[config.mk]
export PLATFORM = sky130hd
export DESIGN_NAME = param_shift_register
export DESIGN_NICKNAME = d
export VERILOG_FILES = /design/src/rtl/param_shift_register.sv
export SDC_FILE = /design/constraint.sdc
export NUM_CORES = 1
export LEC_CHECK = 0
export BUFFER_PORTS_ARGS = -buffer_cell sky130_fd_sc_hd__buf_2
export CAP_MARGIN = 20
export CORE_MARGIN = 2
export CORE_UTILIZATION = 47
export CTS_BUF_LIST = sky130_fd_sc_hd__clkbuf_4 sky130_fd_sc_hd__clkbuf_8
export CTS_CLUSTER_SIZE = 30
export DETAILED_ROUTE_END_ITERATION = 16
export PLACE_DENSITY = 0.8
export SLEW_MARGIN = 15
export SYNTH_ARGS = -nofsm -noshare
export SYNTH_HDL_FRONTEND = slang
export SYNTH_SLANG_ARGS = --single-unit
[constraint.sdc]
create_clock -name clk -period 1.5 [get_ports clk]
set_input_delay 0 -clock clk [delete_from_list [all_inputs] [get_ports clk]]
set_output_delay 0 -clock clk [all_outputs]
set_load 0.005 [all_outputs]
[src/rtl/param_shift_register.sv]
// WIDTH-bit universal shift register: load, left/right shift and rotate, plus a burst engine.
// Optional SHREG_ARITH_EN macro adds an 'arith' input that sign-extends right shifts.
module param_shift_register #(
  parameter int unsigned      WIDTH     = 8,
  parameter int unsigned      CNT_W     = 4,
  parameter logic [WIDTH-1:0] RESET_VAL = '0
) (
  input  logic             clk,
  input  logic             reset,
  input  logic             load,
  input  logic [WIDTH-1:0] par_in,
  input  logic             shift_en,
  input  logic             dir,
  input  logic             rotate,
  input  logic             ser_in,
  input  logic             start,
  input  logic [CNT_W-1:0] shift_cnt,
`ifdef SHREG_ARITH_EN
  input  logic             arith,
`endif
  output logic [WIDTH-1:0] q,
  output logic             ser_out,
  output logic             busy,
  output logic             done
);

  typedef enum logic [1:0] {
    ST_IDLE  = 2'd0,
    ST_SHIFT = 2'd1,
    ST_DONE  = 2'd2
  } state_t;

  state_t             state_q, state_d;
  logic [WIDTH-1:0]   shreg_q, shreg_d;
  logic [CNT_W-1:0]   remaining_q, remaining_d;
  logic               dir_q, dir_d;
  logic               rot_q, rot_d;

  logic               eff_dir;
  logic               eff_rot;
  logic               eff_arith;
  logic               fill;
  logic [WIDTH-1:0]   shifted;

  // A running burst uses the mode captured at start; otherwise the live pins decide.
  assign eff_dir = (state_q == ST_SHIFT) ? dir_q : dir;
  assign eff_rot = (state_q == ST_SHIFT) ? rot_q : rotate;

`ifdef SHREG_ARITH_EN
  logic arith_q, arith_d;
  assign eff_arith = (state_q == ST_SHIFT) ? arith_q : arith;
`else
  assign eff_arith = 1'b0;
`endif

  always_comb begin
    fill = ser_in;
    if (eff_rot) begin
      fill = eff_dir ? shreg_q[WIDTH-1] : shreg_q[0];
    end else if (eff_arith && !eff_dir) begin
      fill = shreg_q[WIDTH-1];
    end
  end

  assign shifted = eff_dir ? {shreg_q[WIDTH-2:0], fill}
                           : {fill, shreg_q[WIDTH-1:1]};

  always_comb begin
    // NOTE: every output gets a default first, so no path through this block can infer a latch.
    state_d     = state_q;
    shreg_d     = shreg_q;
    remaining_d = remaining_q;
    dir_d       = dir_q;
    rot_d       = rot_q;
`ifdef SHREG_ARITH_EN
    arith_d     = arith_q;
`endif

    if (load) begin
      // Load overrides everything below reset and also aborts a burst without a done pulse.
      shreg_d     = par_in;
      state_d     = ST_IDLE;
      remaining_d = '0;
    end else begin
      unique case (state_q)
        ST_IDLE: begin
          if (start) begin
            if (shift_cnt != '0) begin
              state_d     = ST_SHIFT;
              remaining_d = shift_cnt;
              dir_d       = dir;
              rot_d       = rotate;
`ifdef SHREG_ARITH_EN
              arith_d     = arith;
`endif
            end else begin
              state_d = ST_DONE;
            end
          end else if (shift_en) begin
            shreg_d = shifted;
          end
        end

        ST_SHIFT: begin
          shreg_d     = shifted;
          remaining_d = remaining_q - CNT_W'(1);
          if (remaining_q == CNT_W'(1)) begin
            state_d = ST_DONE;
          end
        end

        ST_DONE: begin
          state_d = ST_IDLE;
          if (shift_en) begin
            shreg_d = shifted;
          end
        end

        default: state_d = ST_IDLE;
      endcase
    end
  end

  always_ff @(posedge clk) begin
    // NOTE: state registers use non-blocking assignments so every flop samples pre-edge values.
    if (reset) begin
      state_q     <= ST_IDLE;
      shreg_q     <= RESET_VAL;
      remaining_q <= '0;
      dir_q       <= 1'b0;
      rot_q       <= 1'b0;
`ifdef SHREG_ARITH_EN
      arith_q     <= 1'b0;
`endif
    end else begin
      state_q     <= state_d;
      shreg_q     <= shreg_d;
      remaining_q <= remaining_d;
      dir_q       <= dir_d;
      rot_q       <= rot_d;
`ifdef SHREG_ARITH_EN
      arith_q     <= arith_d;
`endif
    end
  end

  assign q       = shreg_q;
  assign ser_out = eff_dir ? shreg_q[WIDTH-1] : shreg_q[0];
  assign busy    = (state_q == ST_SHIFT);
  assign done    = (state_q == ST_DONE);

endmodule
---- Word level (Yosys, flattened, before mapping) ----
Index checks and enable logic that the tools add are counted.
word-level totals
  output and inout port bits .............. 11
  input bits .............................. 20
  latch bits .............................. 0
  bits in writable memories ............... 0
  logic and storage cells ................. 39
  memory bits (read-only) ................. 0
  bits in registers ....................... 16
  memories ................................ 0
operators by class
  shift-type cells ........................ 0
  mux-type cells .......................... 16
  reductions and logical operators ........ 9
  div/mod/pow operators ................... 0
  magnitude comparators ................... 0
  equal/unequal tests ..................... 7
  $add $sub $neg .......................... 1
  multiply operators ...................... 0
  bitwise operators ....................... 1
operators by type and width
  operator               number
  $mux W8                4
  $pmux W8 S3            1
  $mux W4                2
  $pmux W4 S2            1
  $reduce_bool A4 Y1     2
  $mux W2                3
  $eq A4 B1 Y1 const B   1
  $mux W1                4
  $ne A2 B2 Y1 const B   2
  $pmux W2 S2            1
  $reduce_and A2 Y1      2
  $reduce_and A4 Y1      1
  $sub A4 B1 Y4 const B  1
  $ne A3 B3 Y1 const B   1
  $reduce_and A3 Y1      1
  $eq A2 B1 Y1 const B   1
  $eq A2 B2 Y1 const B   1
  $logic_not A2 Y1       1
  $ne A2 B1 Y1 const B   1
  $reduce_bool A2 Y1     1
  $reduce_or A2 Y1       1
  $not A1 Y1             1

---- Depth between registers and ports, before layout ----
Gate-level depths: netlist of the first run.
  depth in word-level cells ............... 9
  depth in mapped cells ................... 6
  gate-level depth less buffers ........... 5

---- Worst setup path after synthesis of the first run ----
Ideal clock, no wire load.
  path kind ............................... register -> register
  start point ............................. register state_q[1]
  end point ............................... register shreg_q[4] (netlist: q[4])
  path buffers ............................ 1
  data required time ...................... 1.421 ns
  cell stages (with the launch flop) ...... 7
  clock period less this slack ............ 1.475 ns
  arrival ................................. 1.396 ns
  setup slack ............................. 0.025 ns
  path through ............................ dfxtp_1 > nand2b_1 > buf_6 > inv_6 > a21o_4 > or4b_1 > o211ai_1
on the way
  word-level cells in the longest chain between the ends .. 7
RTL lines
  item                    RTL line  text
  from (decl)             33        state_t state_q, state_d;
  from (signal assigned)  136       state_q <= state_d;
  $eq A2 B1 Y1 (*)        -
  named net busy          23        output logic busy,
  $mux W1                 46        assign eff_dir = (state_q == ST_SHIFT) ? dir_q : dir;
  $mux W8                 65        assign shifted = eff_dir ? {shreg_q[WIDTH-2:0], fill}
  $mux W8                 99, 114
  $mux W8                 87        if (start) begin
  $pmux W8 S3             85        unique case (state_q)
  $mux W8                 79        if (load) begin
  to (signal assigned)    137       shreg_q <= shreg_d;
  to (decl)               34        logic [WIDTH-1:0] shreg_q, shreg_d;
The timed path passes the listed nets; every way through them passes the cells marked *. The select of a mux whose other input is x is not followed.
A chain may end at the register's enable or synchronous reset.

---- Final worst setup path of the first run ----
  start point ............................. register state_q[1]
  end point ............................... output port ser_out
on the way
  word-level cells in the longest chain between the ends .. 3
RTL lines
  item          RTL line  text
  $eq A2 B1 Y1  46
  $mux W1       46
  $mux W1       148       assign ser_out = eff_dir ? shreg_q[WIDTH-1] : shreg_q[0];
  to (decl)     22        output logic ser_out,
No other way between the ends.

==> results.md, run 1 <==
- Outcome: complete, but fails checks
- Failing checks: setup timing
- Synth cell types: 35
- Core area: slightly below 2000 µm²
- Slowest stage delay, CP: roughly 0.34 ns
- Final hold vios: 0
- Yosys reg bits: 16
- Vias per inst: ~5.8
- Yosys warning total: 0
- EDFF count, synth: 0
- Worst Skew: 0.006334 ns
- Total power draw: just under 1 mW
- Die W: ~50 µm
- DRT Pass-1 Iters: 4
- Clk_lat worst skew: about 0.29 ns
- Synth area leaders: dfxtp_1 33%, mux2i_1 8.2%, or4b_1 6.1%
- Initial core utilization: 0.5006
- CP Launch Type: register
- Tot GR Track Use: 0.2223
- Maximum VDD drop: between 0.5 and 0.6 mV
- Setup WS post-layout: -0.09728 ns
- Avg Inst Size Synth: about 9 µm²
- Worst Path Max Fanout: 3
- Layout cells sized above 1: 0.4038
- Top FF cell, synth: dfxtp_1
- CTS root buf: clkbuf_4
- Async S/R FF share, synth: 0
- Clk buf depth: 2
- Post-Syn Nets: roughly 130
- Crit path DAT: between 1.5 and 2 ns
- Largest net degree at the start of global routing: 17
- Vias in the first global route: 996
- Initial drt markers: 11
- ANT cells: 0
- Global-route wire length before repair: approximately 4200 µm
- Detail Placement HPWL: approximately 1800 µm
- Worst path slowest cell: dfxtp_2
- # clock sinks: 16
- Synthesized instance count: approximately 110
- Endpoint type of the worst setup path: output port
- P_leak: around 0.61 nW
- Hold Path Class: input port to register
- Final setup fails: 5
- Final Core Density: 0.7009
- Cell family with most CP delay: multiplexers
- Reg clk slew, reported paths: approximately 0.10 ns
- DIE HEIGHT: 49.72 µm
- Synth top area share: 0.3261
- Post-route ant nets: 0
- Wire per inst: ~15 µm
- CTS Buf Count: 3
- WHS: around 0.0097 ns
- Tmin final: 1.597 ns
- Row count: 16
- Sequential fraction of the synthesis area: 0.3261
- Routed WL: approximately 2700 µm
- Initial antenna violation count: 0
- DRC violations left: 0
- GRT overflow: 0
- H-tree depth: 1
- Crit-path cells: nand2b_4 -> buf_6 -> mux2_4 -> mux2_2 -> buf_2
- FILL cells: ~170
- Worst path bufs/invs: 2
- Input/output buffers: 30
- P&R area growth vs syn: 40.00%
- Final net count: between 150 and 200
- Ports: 31
- Vias: approximately 1100
- Final Cell Area: ~1400 µm²
- Gp weighted congestion: approximately 0.8
- Number of max-cap violations: 0
- Crit path kind: register to output port
- Die ar.: 2472 µm²
- RSZ-0062 raised after global routing: yes
- Largest area contributor in the netlist: dfxtp_1
- Placed Area: around 1200 µm²
- Least-Margin Pin Slew: 0.3886 ns
- Rel. slew slack: 0.7394
- WP data required: about 1.5 ns
- Max Slew Vio Count: 0
- Synth Cell Area: about 1000 µm²
- Final period util: 1.065
- Maximum clock rate: ~0.63 GHz
- Power Density: about 700 nW/µm²
- CTS tree: built
- Setup total negative slack: -0.1428 ns
repair_timing:
action	CTS	global route
setup endpoints to repair	8	11
resized for setup	6	5
hold buffers	4	0
setup buffers	3	1
hold endpoints to repair	4	0
stage by stage:
stage | worst slack [ns] | std cells
finish | -0.09728 | 183
global route | -0.1340 | 183
CTS | -0.07175 | 182
detailed placement | -0.08211 | 172
global placement | -0.01886 | 172
floorplan | 0.02461 | 109
synthesized netlist by cell type (3+ instances only):
cell,n
a211oi_1,5
o221ai_1,5
clkbuf_1,3
dfxtp_1,16
nand2b_1,3
nand2_1,10
or4b_1,6
nor2_1,3
nand3_1,4
mux2i_1,8
mux2_2,3
o211ai_1,3
inv_1,6
a21o_1,3
a21oi_1,6
cell type report:
type | instances | area, µm² | area share
clock buffers | 3 | 22.52 | 0.01638
flip-flops and latches | 16 | 322.8 | 0.2348
repair buffers | 48 | 311.5 | 0.2266
inverters | 7 | 31.28 | 0.02275
well taps | 27 | 33.78 | 0.02457
multi-input cells | 82 | 653.1 | 0.4750
cells by family (layout without fill, tap and decap cells):
group | Yosys count | in the layout | share of synthesized area
flip-flops | 16 | 16 | 0.3261
AND/OR/NAND/NOR | 38 | 38 | 0.2319
buffers and inverters | 11 | 58 | 0.05478
AO/OA/AOI/OAI | 30 | 30 | 0.2229
adder cells (fa/ha/maj) | 2 | 2 | 0.02547
multiplexers | 12 | 12 | 0.1389
worst paths after layout:
path | from | cells past startpoint | endpoint | slack [ns]
worst min-delay path | par_in[6] | 3 | q[6] | 0.01
worst min register to register | remaining_q[1] | 2 | remaining_q[1] | 0.52
worst max register to register | state_q[1] | 6 | q[1] | -0.02
worst max-delay path | state_q[1] | 5 | ser_out | -0.1
where the power goes:
group	internal, mW	switching, mW	total (mW)
combinational	0.145	0.125	0.270
clock	0.0933	0.138	0.231
sequential	0.451	0.0271	0.478
total	0.689	0.290	0.979
metal layers:
metal / GRT usage / routed length, µm / up-vias
met3: 0.06061 / 133 / 6
met1: 0.2350 / 1084 / 498
met5: 0 / 0 / -
met2: 0.4222 / 1412 / 37
met4: 0.06481 / 59 / 0
li1: - / - / 512
placed cells by master, fill, tap and decap left out, drive strengths merged, types with 2 or more instances in the layout:
cell         count
nand2b           3
a31oi            2
inv              7
nand3            4
mux2i            9
a211oi           5
or2              2
dfxtp           16
o221ai           5
a21oi            6
buf             44
nor2             3
nor2b            2
o211ai           3
clkbuf           3
nor4             2
dlygate4sd3      4
a21o             4
nand2           10
ha               2
mux2             3
or4b             6
state kept, by name, summed over array words and instances (netlist names):
name,count
dir_q,1
q,8
remaining_q,4
rot_q,1
state_q,2
worst min-delay path, delay by kind of cell:
family,cells,cell delay (ns)
AND/OR/NAND/NOR,1,0.05
buffers and inverters,1,0.10
AO/OA/AOI/OAI,1,0.10
Power figures use the tool's default switching activity.
==> run 2: changes to the inputs <==
==> constraint.sdc (replaced) <==
create_clock -name clk -period 1.5 [get_ports clk]
set_input_delay 0.3 -clock clk [delete_from_list [all_inputs] [get_ports clk]]
set_output_delay 0.3 -clock clk [all_outputs]
set_load 0.005 [all_outputs]
==> results.md, run 2 (synthesis gave the netlist of run 1 again) <==
- Critical Path End: ser_out
- # clock sinks: 16 (unchanged)
- CTS root buf: clkbuf_4
- Routed WL: 2489 µm (-7.4%)
- CTS Buf Count: 3 (unchanged)
- Failing checks: setup timing
- DRC violations left: 0 (unchanged)
- Global-route wire length before repair: 4243 µm (unchanged)
- P&R area growth vs syn: 35.16%
- Row count: 16 (unchanged)
- Maximum clock rate: 0.5620 GHz (-10%)
- Setup WS post-layout: -0.2795 ns (-0.1822 ns)
- R2R setup slack: -0.10 ns (-0.08 ns)
- GRT overflow: 0 (unchanged)
- DIE HEIGHT: 49.72 µm (unchanged)
- Tmin final: 1.779 ns (+0.1822 ns)
- Core area: 1962 µm² (unchanged)
- Number of max-cap violations: 0 (unchanged)
- Post-Layout Cell Count: 179 (-2.2%)
- Final period util: 1.186 (+0.1215)
- Initial antenna violation count: 0 (unchanged)
- Commonest non-fill, non-tap cells in the layout: 30 x buf_2, 14 x dfxtp_1, 12 x buf_4
- Final net count: 175 (-2.8%)
- RSZ-0062 raised after global routing: yes
- Cells on worst reg2reg path: 6 (unchanged)
- Setup total negative slack: -0.8000 ns (-0.6572 ns)
- Reg clk slew, reported paths: 0.10 ns (about the same)
- Maximum VDD drop: 0.4645 mV (-17%)
- FILL cells: 184 (+7.6%)
- Outcome: complete, but fails checks
- Reg2reg end: remaining_q[3]
- Total power draw: 1.023 mW (+4.5%)
- Placed cells: 173 (+0.58%)
- Layout cells sized above 1: 0.4145 (+0.01063)
- Gp weighted congestion: 0.7990 (+0.23%)
- Clk buf depth: 2 (unchanged)
- Most common cell after layout, fill and taps aside: buf_2
- Input/output buffers: 30 (unchanged)
- Worst Skew: 0.009087 ns (+0.002752 ns)
- Endpoint type of the worst setup path: output port
- ANT cells: 0 (unchanged)
- Largest net degree at the start of global routing: 12 (-5)
- Initial core utilization: 0.5006 (unchanged)
- Least-Margin Pin Slew: 0.2960 ns (-0.09263 ns)
- Hold Path Class: input port to register
- WP data required: 1.20 ns (-0.30 ns)
- Clk_lat worst skew: 0.29 ns (about the same)
- Max Slew Vio Count: 0 (unchanged)
- Final setup fails: 8 (+3)
- Reg area: 322.8 µm² (unchanged)
- Power Density: 770.8 nW/µm² (+8.2%)
- Initial drt markers: 7 (-4)
- Ports: 31 (unchanged)
- H-tree depth: 1 (unchanged)
- Vias per inst: 5.721 (-0.58%)
- Crit path DAT: 1.48 ns (-0.12 ns)
- P_leak: 0.5981 nW (-2.6%)
- Worst r2r src: state_q[1]
- Final hold vios: 0 (unchanged)
- Die W: 49.72 µm (unchanged)
- Worst Setup SP: state_q[1]
- Rel. slew slack: 0.8023 (+0.06295)
- Detail Placement HPWL: 1841 µm (about the same)
- Worst Path Max Fanout: 5 (+2)
- Tot GR Track Use: 0.2164 (-0.005870)
- Post-route ant nets: 0 (unchanged)
- Crit path kind: register to output port
- Wire per inst: 13.91 µm (-5.4%)
- Max FFs per register: 8 (unchanged)
- CTS tree: built
- Multi-input gate area: 643.1 µm² (-1.5%)
- DRT Pass-1 Iters: 4 (unchanged)
- Die ar.: 2472 µm² (unchanged)
- Vias: 1024 (-2.8%)
- Vias in the first global route: 965 (-3.1%)
- CP Launch Type: register
==> run 2: final cells by class <==
type / count / share of cell area
multi-input cells: 82 / 0.4844
flip-flops and latches: 16 / 0.2432
repair buffers: 43 / 0.1960
clock buffers: 4 / 0.02733
well taps: 27 / 0.02545
inverters: 7 / 0.02356
==> run 2: worst min-delay path by stage <==
stage | start | endpoint | slack (ns) | cells after the start
5_1_grt | par_in[4] | q[4] | 0.28 | 3
4_1_cts | par_in[4] | q[4] | 0.26 | 3
3_3_place_gp | remaining_q[3] | remaining_q[3] | 0.47 | 2
2_1_floorplan | state_q[1] | state_q[1] | 0.42 | 1
6_report | par_in[4] | q[4] | 0.27 | 3
3_5_place_dp | remaining_q[3] | remaining_q[3] | 0.47 | 2
==> run 2: power by group <==
group          switching [mW]  total, mW  leakage, nW  internal [mW]
Sequential             0.0278      0.479        0.132          0.451
Clock                   0.143      0.291       0.0210          0.148
Combinational           0.118      0.254        0.445          0.135
==> run 2: critical path, stage by stage, from the launching register on <==
cell      delay (ns)
dfxtp_2         0.37
nand2b_4        0.13
mux2_4          0.30
mux2_2          0.26
buf_2           0.12
==> run 2: metrics by stage <==
stage               area (µm²)  utilization  hold slack (ns)  worst slack, ns
global route              1328       0.6767           0.2807          -0.3350
detailed placement        1252       0.6384           0.4735         -0.03365
global placement          1252       0.6384           0.4711         -0.02101
CTS                       1308       0.6665           0.2629          -0.2833
floorplan                999.7            -           0.4161          0.03267
finish                    1328       0.6767           0.2659          -0.2795
==> run 2: metal layers <==
layer	wire, µm	vias to the layer above	global-route usage
met4	10	0	0.05556
met1	1083	485	0.2833
met5	0	-	0
met2	1270	32	0.3733
met3	124	2	0.02727
li1	-	505	-
==> run 2: timing repair <==
action,CTS,global route
setup endpoints to repair,2,11
resized for setup,1,4
setup buffers,2,1
cloned,0,0
pin swaps,0,1
hold buffers,0,0
==> run 3: changes to the inputs <==
- ABC_AREA: not set -> 1
- CORE_UTILIZATION: 47 -> 48
- PLACE_DENSITY: 0.8 -> 0.81
==> results.md, run 3 <==
- Outcome: finished clean
- Slowest stage delay, CP: 0.38 ns (about the same)
- Initial core utilization: 0.5213 (+0.02061)
- Global-route wire length before repair: 4498 µm (+6.0%)
- Crit-path cells: inv_6 -> nand2_8 -> nand2_4 -> nand3_2 -> nand2_1 -> buf_2
- Sequential fraction of the synthesis area: 0.3070 (-0.01916)
- CTS tree: built
- Row count: 16 (unchanged)
- Max Slew Vio Count: 0 (unchanged)
- Maximum clock rate: 0.6826 GHz (+21%)
- Worst Skew: 0.001170 ns (-0.007917 ns)
- Power Density: 838.3 nW/µm² (+8.8%)
- Worst Path Max Fanout: 5 (unchanged)
- Post-Place Worst Slack: 0.08927 ns (+0.1229 ns)
- Cell family with most CP delay: flip-flops
- Worst path slowest cell: dfxtp_4
- Gp weighted congestion: 0.8863 (+11%)
- Tmin final: 1.465 ns (-0.3146 ns)
- Input/output buffers: 30 (unchanged)
- ANT cells: 0 (unchanged)
- Die ar.: 2563 µm² (+3.7%)
- Clk buf depth: 2 (unchanged)
- Worst path bufs/invs: 2 (+1)
- Top FF cell, synth: dfxtp_1
- RSZ-0062 raised after global routing: yes
- Cells on worst reg2reg path: 6 (unchanged)
- Number of max-cap violations: 0 (unchanged)
- Least-Margin Pin Slew: 0.3126 ns (+0.01660 ns)
- Wire per inst: 13.12 µm (-5.7%)
- Final setup fails: 0 (-8)
- FILL cells: 182 (-1.1%)
- Maximum VDD drop: 0.5590 mV (+20%)
- CTS Buf Count: 3 (unchanged)
- DIE HEIGHT: 50.63 µm (+1.8%)
- # clock sinks: 16 (unchanged)
- Crit path kind: register to output port
- Largest area contributor in the netlist: dfxtp_1
- P_leak: 0.6097 nW (+1.9%)
- EDFF count, synth: 0 (unchanged)
- Avg Inst Size Synth: 7.147 µm² (-21%)
- Most numerous cell in the Yosys netlist: a21oi_1
- GRT overflow: 0 (unchanged)
- Vias per inst: 5.382 (-5.9%)
- Vias: 1114 (+8.8%)
- Worst Setup SP: state_q[1]
- DRT Pass-1 Iters: 4 (unchanged)
- Final hold vios: 0 (unchanged)
- CTS root buf: clkbuf_4
- Commonest cells post-synth: 21 x a21oi_1, 18 x inv_1, 16 x dfxtp_1
- Vias in the first global route: 1043 (+8.1%)
- Layout cells sized above 1: 0.3444 (-0.07003)
- Reg2reg end: q[0]
- Yosys reg bits: 16 (unchanged)
- Worst hold start: reset
- Clk_lat worst skew: 0.30 ns (about the same)
- Levels on crit path: 6 (+2)
- Synth area leaders: dfxtp_1 31%, a21oi_1 10%, inv_1 6.5%
- Multi-input gate area: 620.6 µm² (-3.5%)
- Die W: 50.63 µm (+1.8%)
- Crit path DAT: 1.16 ns (-0.32 ns)
- R2R setup slack: 0.20 ns (+0.30 ns)
- Most common cell after layout, fill and taps aside: buf_2
- Post-Syn Nets: 168 (+28%)
- Setup WS post-layout: 0.03510 ns (+0.3146 ns)
- Post-route ant nets: 0 (unchanged)
- Reg clk slew, reported paths: 0.10 ns (about the same)
- WP data required: 1.20 ns (about the same)
- Initial drt markers: 42 (+35)
- Rel. slew slack: 0.7909 (-0.01147)
- H-tree depth: 1 (unchanged)
- Final period util: 0.9766 (-0.2097)
- Ports: 31 (unchanged)
- Synth cell types: 26 (-26%)
- Final Core Density: 0.6475 (-0.02916)
- Detail Placement HPWL: 1991 µm (+8.1%)
- Reg area: 327.8 µm² (+1.6%)
- Core area: 2002 µm² (+2.0%)
- Largest net degree at the start of global routing: 12 (unchanged)
- Routed WL: 2715 µm (+9.1%)
- Endpoint type of the worst setup path: output port
- Synth Cell Area: 1044 µm² (+6.2%)
- Commonest non-fill, non-tap cells in the layout: 30 x buf_2, 21 x a21oi_1, 18 x inv_1
- Total power draw: 1.087 mW (+6.2%)
- Tot GR Track Use: 0.2316 (+0.01516)
- Initial antenna violation count: 0 (unchanged)
- Max FFs per register: 8 (unchanged)
- Worst r2r src: state_q[0]
- Yosys warning total: 0 (unchanged)
- Synth top area share: 0.3070 (-0.01916)
- Final net count: 203 (+16%)
- P&R area growth vs syn: 24.22%
- DRC violations left: 0 (unchanged)
- CP Launch Type: register
- Critical Path End: ser_out
- Synthesized instance count: 146 (+34%)
- Hold Path Class: input port to register
- Async S/R FF share, synth: 0 (unchanged)
[run 3: cell types whose count changed in the layout (fill, tap and decap cells not counted), sizes merged, moves of 5 or more]
cell,delta
a21oi,+16
nand3,+7
nand2,+9
mux2i,-9
inv,+15
o21ai,+15
nor2,+10
buf,-8
or4b,-6
o221ai,-5
[run 3: how the worst min path moves through the flow]
stage | end | slack (ns) | cells after the start
detailed placement | dir_q | 0.46 | 2
global route | q[0] | 0.20 | 2
finish | q[0] | 0.21 | 2
CTS | q[0] | 0.20 | 2
floorplan | q[0] | 0.36 | 1
global placement | remaining_q[3] | 0.45 | 2
[run 3: final cells by class]
class / count / share of cell area
clock buffer: 4 / 0.02799
timing repair buffer: 35 / 0.1448
multi-input combinational: 103 / 0.4788
inverter: 22 / 0.06950
sequential: 16 / 0.2529
tap: 27 / 0.02606
[run 3: report_power, final]
group / switching (mW) / leakage, nW / internal (mW) / total [mW]
combinational: 0.169 / 0.455 / 0.127 / 0.296
sequential: 0.0361 / 0.133 / 0.457 / 0.493
clock: 0.149 / 0.0210 / 0.148 / 0.298
total: 0.355 / 0.610 / 0.732 / 1.09
[run 3: routing by layer]
| layer | wire (µm) | vias up | GRT usage |
|---|---|---|---|
| met2 | 1378 | 39 | 0.4101 |
| met1 | 1145 | 509 | 0.2766 |
| li1 | - | 562 | - |
| met4 | 34 | 0 | 0.09910 |
| met5 | 0 | - | 0 |
| met3 | 157 | 4 | 0.03274 |
[run 3: what timing repair did]
action,4_1_cts,5_1_grt
gates cloned,0,0
buffers inserted,3,0
resized for setup,9,3
endpoints found under the hold margin,0,0
setup endpoints to repair,2,3
pin swaps,1,0
hold buffers,0,0
[run 3: worst reg2reg max path, cell delays in order (launching register included)]
cell and delay (ns):
dfxtp_4 0.40, nor2_2 0.18, inv_1 0.07, o21ai_1 0.17, buf_4 0.20, nand2_1 0.08
a21oi_2 0.14
[run 3: kinds of logic after synthesis]
group | after synthesis | synth area share
DFF | 16 | 0.3070
and+or+nand+nor | 51 | 0.2506
adders and majority gates | 2 | 0.02398
AOI/OAI and AO/OA | 49 | 0.2890
xor gates and xnor gates | 1 | 0.008395
buffers and inverters | 27 | 0.1211
[run 3: stage by stage]
stage	std cells	hold WS [ns]	area [µm²]	TNS, ns
floorplan	146	0.3624	1044	0
global placement	200	0.4529	1199	0
detailed placement	200	0.4604	1199	0
CTS	207	0.1986	1291	0
global route	207	0.1998	1296	-0.009692
finish	207	0.2054	1296	0
